`config.mk`:
```
export PLATFORM = sky130hd
export DESIGN_NAME = gray_sync_decoder_flat
export DESIGN_NICKNAME = d
export VERILOG_FILES = /design/src/rtl/gray_sync_decoder_if.sv /design/src/rtl/gray_sync_decoder.sv /design/src/flat_wrapper.sv
export SDC_FILE = /design/constraint.sdc
export NUM_CORES = 1
export LEC_CHECK = 0
export ABC_AREA = 1
export ABC_CLOCK_PERIOD_IN_PS = 7000
export CORE_MARGIN = 2
export CORE_UTILIZATION = 40
export DETAILED_ROUTE_END_ITERATION = 10
export GPL_TIMING_DRIVEN = 0
export PLACE_DENSITY_LB_ADDON = 0.2
export SYNTH_ARGS = -nofsm -noshare
export SYNTH_HDL_FRONTEND = slang
export SYNTH_SLANG_ARGS = --single-unit
```
`constraint.sdc`:
```
create_clock -name clk -period 7 [get_ports clk]
set_clock_uncertainty 0.15 [all_clocks]
set_input_delay 0.7 -clock clk [delete_from_list [all_inputs] [get_ports clk]]
set_output_delay 0.7 -clock clk [all_outputs]
set_load 0.01 [all_outputs]
```
`src/rtl/gray_sync_decoder_if.sv`:
```
// Gray-count receive bus: remote Gray count and error clear in, decoded count and status out.
interface gray_sync_decoder_if #(
    parameter int WIDTH = 8
);
    logic [WIDTH-1:0] gray_in;
    logic             clr_err;
    logic [WIDTH-1:0] binary_out;
    logic             valid;
    logic [WIDTH-1:0] delta;
    logic             step_err;
    logic [7:0]       err_count;
    logic             locked;

    modport master (
        output gray_in, clr_err,
        input  binary_out, valid, delta, step_err, err_count, locked
    );

    modport slave (
        input  gray_in, clr_err,
        output binary_out, valid, delta, step_err, err_count, locked
    );
endinterface

```
`src/rtl/gray_sync_decoder.sv`:
```
// Synchronizes a remote Gray count into clk, decodes to binary, flags multi-bit steps; SYNC_STAGES+1 edges in to out, no backpressure.
// GRAY_SYNC_DEC_FILTER_EN: when defined, binary_out holds its last accepted value across a multi-bit error.
module gray_sync_decoder #(
    parameter int WIDTH       = 8,
    parameter int SYNC_STAGES = 2,
    parameter int LOCK_CNT    = 4
) (
    input  logic                 clk,
    input  logic                 rst_n,
    gray_sync_decoder_if.slave   bus
);

    typedef enum logic [1:0] {
        ST_ACQ     = 2'd0,
        ST_LOCKING = 2'd1,
        ST_LOCKED  = 2'd2
    } state_t;

    logic [SYNC_STAGES-1:0][WIDTH-1:0] r_sync;
    logic [WIDTH-1:0]                  r_prev;
    logic [WIDTH-1:0]                  r_bin;
    logic [WIDTH-1:0]                  r_delta;
    logic                              r_valid;
    logic                              r_step_err;
    logic [7:0]                        r_err_count;
    state_t                            r_state;
    logic [2:0]                        r_acq_cnt;
    logic [3:0]                        r_lock_cnt;

    logic [WIDTH-1:0]                  w_s_q;
    logic [WIDTH-1:0]                  w_dec;
    logic [WIDTH-1:0]                  w_diff;
    logic                              w_multi;
    logic                              w_one;
    logic                              w_active;
    logic                              w_capture;
    state_t                            w_state_nxt;
    logic [2:0]                        w_acq_nxt;
    logic [3:0]                        w_lock_nxt;

    // Plain flop chain: nothing but s_q leaves the synchronizer.
    always_ff @(posedge clk or negedge rst_n) begin
        if (!rst_n) begin
            r_sync <= '0;
        end else begin
            r_sync <= {r_sync[SYNC_STAGES-2:0], bus.gray_in};
        end
    end

    assign w_s_q = r_sync[SYNC_STAGES-1];

    always_comb begin
        w_dec = '0;
        for (int i = 0; i < WIDTH; i++) begin
            w_dec[i] = ^(w_s_q >> i);
        end
    end

    // x & (x-1) is non-zero exactly when more than one bit is set.
    assign w_diff   = w_s_q ^ r_prev;
    assign w_multi  = |(w_diff & (w_diff - WIDTH'(1)));
    assign w_one    = (w_diff != '0) && !w_multi;
    assign w_active = (r_state != ST_ACQ);

    always_ff @(posedge clk or negedge rst_n) begin
        if (!rst_n) begin
            r_state    <= ST_ACQ;
            r_acq_cnt  <= '0;
            r_lock_cnt <= '0;
        end else begin
            r_state    <= w_state_nxt;
            r_acq_cnt  <= w_acq_nxt;
            r_lock_cnt <= w_lock_nxt;
        end
    end

    always_comb begin
        w_state_nxt = r_state;
        w_acq_nxt   = r_acq_cnt;
        w_lock_nxt  = r_lock_cnt;
        w_capture   = 1'b0;
        case (r_state)
            ST_ACQ: begin
                if (r_acq_cnt == 3'(SYNC_STAGES)) begin
                    w_capture   = 1'b1;
                    w_lock_nxt  = '0;
                    w_state_nxt = ST_LOCKING;
                end else begin
                    w_acq_nxt = r_acq_cnt + 3'd1;
                end
            end
            ST_LOCKING: begin
                if (w_multi) begin
                    w_lock_nxt = '0;
                end else begin
                    w_lock_nxt = r_lock_cnt + 4'd1;
                    if (r_lock_cnt + 4'd1 == 4'(LOCK_CNT)) begin
                        w_state_nxt = ST_LOCKED;
                    end
                end
            end
            ST_LOCKED: begin
                if (w_multi) begin
                    w_lock_nxt  = '0;
                    w_state_nxt = ST_LOCKING;
                end
            end
            default: begin
                w_state_nxt = ST_ACQ;
                w_acq_nxt   = '0;
                w_lock_nxt  = '0;
            end
        endcase
    end

    always_ff @(posedge clk or negedge rst_n) begin
        if (!rst_n) begin
            r_prev     <= '0;
            r_bin      <= '0;
            r_delta    <= '0;
            r_valid    <= 1'b0;
            r_step_err <= 1'b0;
        end else begin
            r_valid    <= 1'b0;
            r_step_err <= 1'b0;
            if (w_capture) begin
                // First sample after acquisition is only a reference.
                r_prev  <= w_s_q;
                r_bin   <= w_dec;
                r_delta <= '0;
            end else if (w_active) begin
                r_prev <= w_s_q;
                if (w_one) begin
                    r_valid <= 1'b1;
                    r_bin   <= w_dec;
                    r_delta <= w_dec - r_bin;
                end else if (w_multi) begin
                    r_step_err <= 1'b1;
                    r_delta    <= '0;
`ifdef GRAY_SYNC_DEC_FILTER_EN
                    r_bin      <= r_bin;
`else
                    r_bin      <= w_dec;
`endif
                end
            end
        end
    end

    always_ff @(posedge clk or negedge rst_n) begin
        if (!rst_n) begin
            r_err_count <= '0;
        end else if (w_active && w_multi) begin
            if (bus.clr_err) begin
                r_err_count <= 8'd1;
            end else if (r_err_count != 8'hFF) begin
                r_err_count <= r_err_count + 8'd1;
            end
        end else if (bus.clr_err) begin
            r_err_count <= '0;
        end
    end

    assign bus.binary_out = r_bin;
    assign bus.valid      = r_valid;
    assign bus.delta      = r_delta;
    assign bus.step_err   = r_step_err;
    assign bus.err_count  = r_err_count;
    assign bus.locked     = (r_state == ST_LOCKED);

endmodule

```
`src/flat_wrapper.sv`:
```
// flat-port wrapper written by rule: the top's interface ports become plain ports
module gray_sync_decoder_flat 
#(
    parameter int WIDTH       = 8,
    parameter int SYNC_STAGES = 2,
    parameter int LOCK_CNT    = 4
)
  (clk, rst_n, bus_gray_in, bus_clr_err, bus_binary_out, bus_valid, bus_delta, bus_step_err, bus_err_count, bus_locked);
  gray_sync_decoder_if #(.WIDTH(WIDTH)) bus_i ();
  input  logic clk;
  input  logic rst_n;
  input wire logic [$bits(bus_i.gray_in)-1:0] bus_gray_in;
  input wire logic [$bits(bus_i.clr_err)-1:0] bus_clr_err;
  output wire logic [$bits(bus_i.binary_out)-1:0] bus_binary_out;
  output wire logic [$bits(bus_i.valid)-1:0] bus_valid;
  output wire logic [$bits(bus_i.delta)-1:0] bus_delta;
  output wire logic [$bits(bus_i.step_err)-1:0] bus_step_err;
  output wire logic [$bits(bus_i.err_count)-1:0] bus_err_count;
  output wire logic [$bits(bus_i.locked)-1:0] bus_locked;
  assign bus_i.gray_in = bus_gray_in;
  assign bus_i.clr_err = bus_clr_err;
  assign bus_binary_out = bus_i.binary_out;
  assign bus_valid = bus_i.valid;
  assign bus_delta = bus_i.delta;
  assign bus_step_err = bus_i.step_err;
  assign bus_err_count = bus_i.err_count;
  assign bus_locked = bus_i.locked;
  gray_sync_decoder #(.WIDTH(WIDTH), .SYNC_STAGES(SYNC_STAGES), .LOCK_CNT(LOCK_CNT)) u_core (.clk(clk), .rst_n(rst_n), .bus(bus_i));
endmodule
```
==> results_dict.tcl <==
set metrics [dict create \
    post_cts_resized 0 \
    drc 0 \
    hold_path.class "flip-flop to flip-flop" \
    cts_tree "done" \
    numCtsBuffers 9 \
    syn_inst 338 \
    muxShareOfSynthArea 0 \
    worst_pin_slew_ns 0.610 \
    rsz0062_at_grt "no" \
    synth_top_family_by_area "simple AND/OR/NAND/NOR gates" \
    synth.avg_cell_area_um2 8.89 \
    grt_usage 0.150 \
    cts_hold_buf 0 \
    grt_antenna_before_repair 0 \
    layout_common_cells "94 x nand2_1, 59 x dfrtp_1, 45 x inv_1" \
    synth_top_flop_cell "dfrtp_1" \
    htreeDepth 3 \
    port_buffers 37 \
    clk_latency_ns 0.35 \
    min_from "u_core.r_sync[1]" \
    cap_violations 0 \
    final_area_um2 3710 \
    cp.buffers_inverters 1 \
    synth_compound_gate_area_share 0.0720 \
    max_stage_delay_ns 0.47 \
    layout_commonest_cell "nand2_1" \
    ant_nets 0 \
    synth_cell_types 25 \
    rr_worst_depth 13 \
    critPathKind "flip-flop to flip-flop" \
    hold_path_depth 0 \
    crit_required_ns 7.12 \
    synth_fa_ha_area_frac 0.0691 \
    synth_xor_area_frac 0.105 \
    leakagePower_nw 1.81 \
    timing.fmax_ghz 0.308 \
    syn_area_um2 3010 \
    r2r_setup_slack_ns 3.76 \
    holdPathEnd "u_core.w_s_q[1]" \
    rows 31 \
    firstDrtPassIters 4 \
    syn_to_final_growth_pct 23.4 \
    gp_congestion 0.800 \
    power.total_mw 0.896 \
    cp_max_fo 5 \
    dp_hpwl_um 4030 \
    min_period_ns 3.24 \
    status "finished, final reports clean" \
    r2r-start "u_core.w_s_q[7]" \
    cts_setup_buffers 0 \
    final_hold_viol_count 0 \
    r2r-end "u_core.bus.delta[6]" \
    synthSimpleGateAreaFrac 0.200 \
    ys_async_sr_fraction 1.00 \
    fin_crit_sh 0.463 \
    peakVddDrop_mv 0.115 \
    worst_setup_path_end_kind "flip-flop" \
    seq_area_frac_synth 0.491 \
    io_pins 38 \
    core_um2 7250 \
    whs_ns 0.198 \
    slew_viol_final 0 \
    die_w_um 90.7 \
    setup_tns_ns 0 \
    synth_warnings 0 \
    cts_buffer_depth 2 \
    drt-total-wl_um 5490 \
    dieArea_um2 8220 \
    via_per_inst 4.60 \
    die_y_um 90.7 \
    cellPowerDensity_nw_per_um2 242 \
    clkSinkCount 59 \
    dpl-instance-area_um2 3510 \
    critPathTopFamily "XOR/XNOR gates" \
    first_global_vias 2261 \
    setup_viol 0 \
    cp.arrival_ns 3.36 \
    slew-limit-headroom 0.593 \
    drive_gt1_frac 0.0663 \
    antenna_cells 0 \
    clk_pin_slew_ns 0.07 \
    gr-total-overflow 0 \
    vias 2260 \
    start_util 0.414 \
    ys_seq_elements 59 \
    crit_path_start_kind "flip-flop" \
    crit_slowest_cell "dfrtp_1" \
    drtIter0Drc 51 \
    grt_max_degree 35 \
    nets 414 \
    cts_root_buf "clkbuf_8" \
    postLayoutCoreUtil 0.511 \
    synth_edf_count 0 \
    synthesis.nets 365 \
    cp_cell_sequence "xor2_2, xor2_4, xor2_4, xor2_1, inv_1, ha_1, fa_1, o21ai_0, nand2_1, nand2_1, a21oi_1, xor2_1, o21ai_0" \
    grt_pass1_wl_um 9830 \
    wl_per_cell_um 11.2 \
]
[metal layers]
| metal | part of all wire | vias up | global-route usage |
|---|---|---|---|
| met5 | 0 | - | 0 |
| met4 | 0.012 | 0 | 0.0872 |
| li1 | - | 1164 | - |
| met2 | 0.47 | 36 | 0.239 |
| met3 | 0.041 | 7 | 0.0401 |
| met1 | 0.48 | 1053 | 0.181 |
[cell usage after synthesis (2+ instances only)]
cell type	n	share of area
o21ai_0	28	0.047
clkbuf_1	3	0.0037
xnor2_1	12	0.035
xor2_4	2	0.018
a21oi_1	8	0.013
nand2_1	94	0.12
nor2_1	12	0.015
xor2_1	14	0.041
o211ai_1	2	0.0050
inv_1	45	0.056
or2_2	2	0.0042
nand4_1	8	0.017
nand3b_1	2	0.0050
dfrtp_1	59	0.49
nand3_1	22	0.037
ha_1	15	0.062
xor2_2	2	0.011
[state kept, by name (all words and copies together) (netlist names)]
register	cells
u_core.r_acq_cnt	3
u_core.r_prev	8
u_core.bus.binary_out	8
u_core.bus.valid	1
u_core.r_sync	8
u_core.bus.delta	8
u_core.r_state	2
u_core.bus.err_count	8
u_core.r_lock_cnt	4
u_core.bus.step_err	1
u_core.w_s_q	8
[how the worst max path moves through the flow]
stage	start	endpoint	slack, ns	cells past startpoint
floorplan	u_core.w_s_q[7]	u_core.bus.delta[6]	4.02	13
global placement	rst_n	u_core.r_state[1]	3.16	1
detailed placement	u_core.w_s_q[7]	u_core.bus.delta[6]	3.72	13
CTS	u_core.w_s_q[7]	u_core.bus.delta[6]	3.70	13
global route	u_core.w_s_q[7]	u_core.bus.delta[6]	3.48	13
finish	u_core.w_s_q[7]	u_core.bus.delta[6]	3.76	13
[power by group]
group          total (mW)  internal [mW]  switching [mW]
registers           0.380          0.362          0.0175
logic               0.209         0.0992           0.110
clock network       0.307          0.172           0.135
[metrics by stage]
step,cells,worst slack [ns]
after global placement,474,3.16
after floorplan,338,4.02
after detailed placement,475,3.72
after global routing,491,3.48
after CTS,491,3.70
final,491,3.76
[layout make-up]
class | instances | area (um^2)
tap | 99 | 124
multi-input combinational | 229 | 1340
inverter | 46 | 173
fill | 698 | 3540
buffer | 4 | 16.3
sequential | 59 | 1480
clock buffer | 11 | 141
clock inverter | 5 | 52.6
timing repair buffer | 38 | 385
[cells by family after synthesis]
kind of cell	count (synthesis)
AOI/OAI and AO/OA	41
xor gates and xnor gates	30
adders and majority gates	16
buffers and inverters	50
DFF	59
and+or+nand+nor	142
Note: power is estimated with default switching activity, not from simulation.
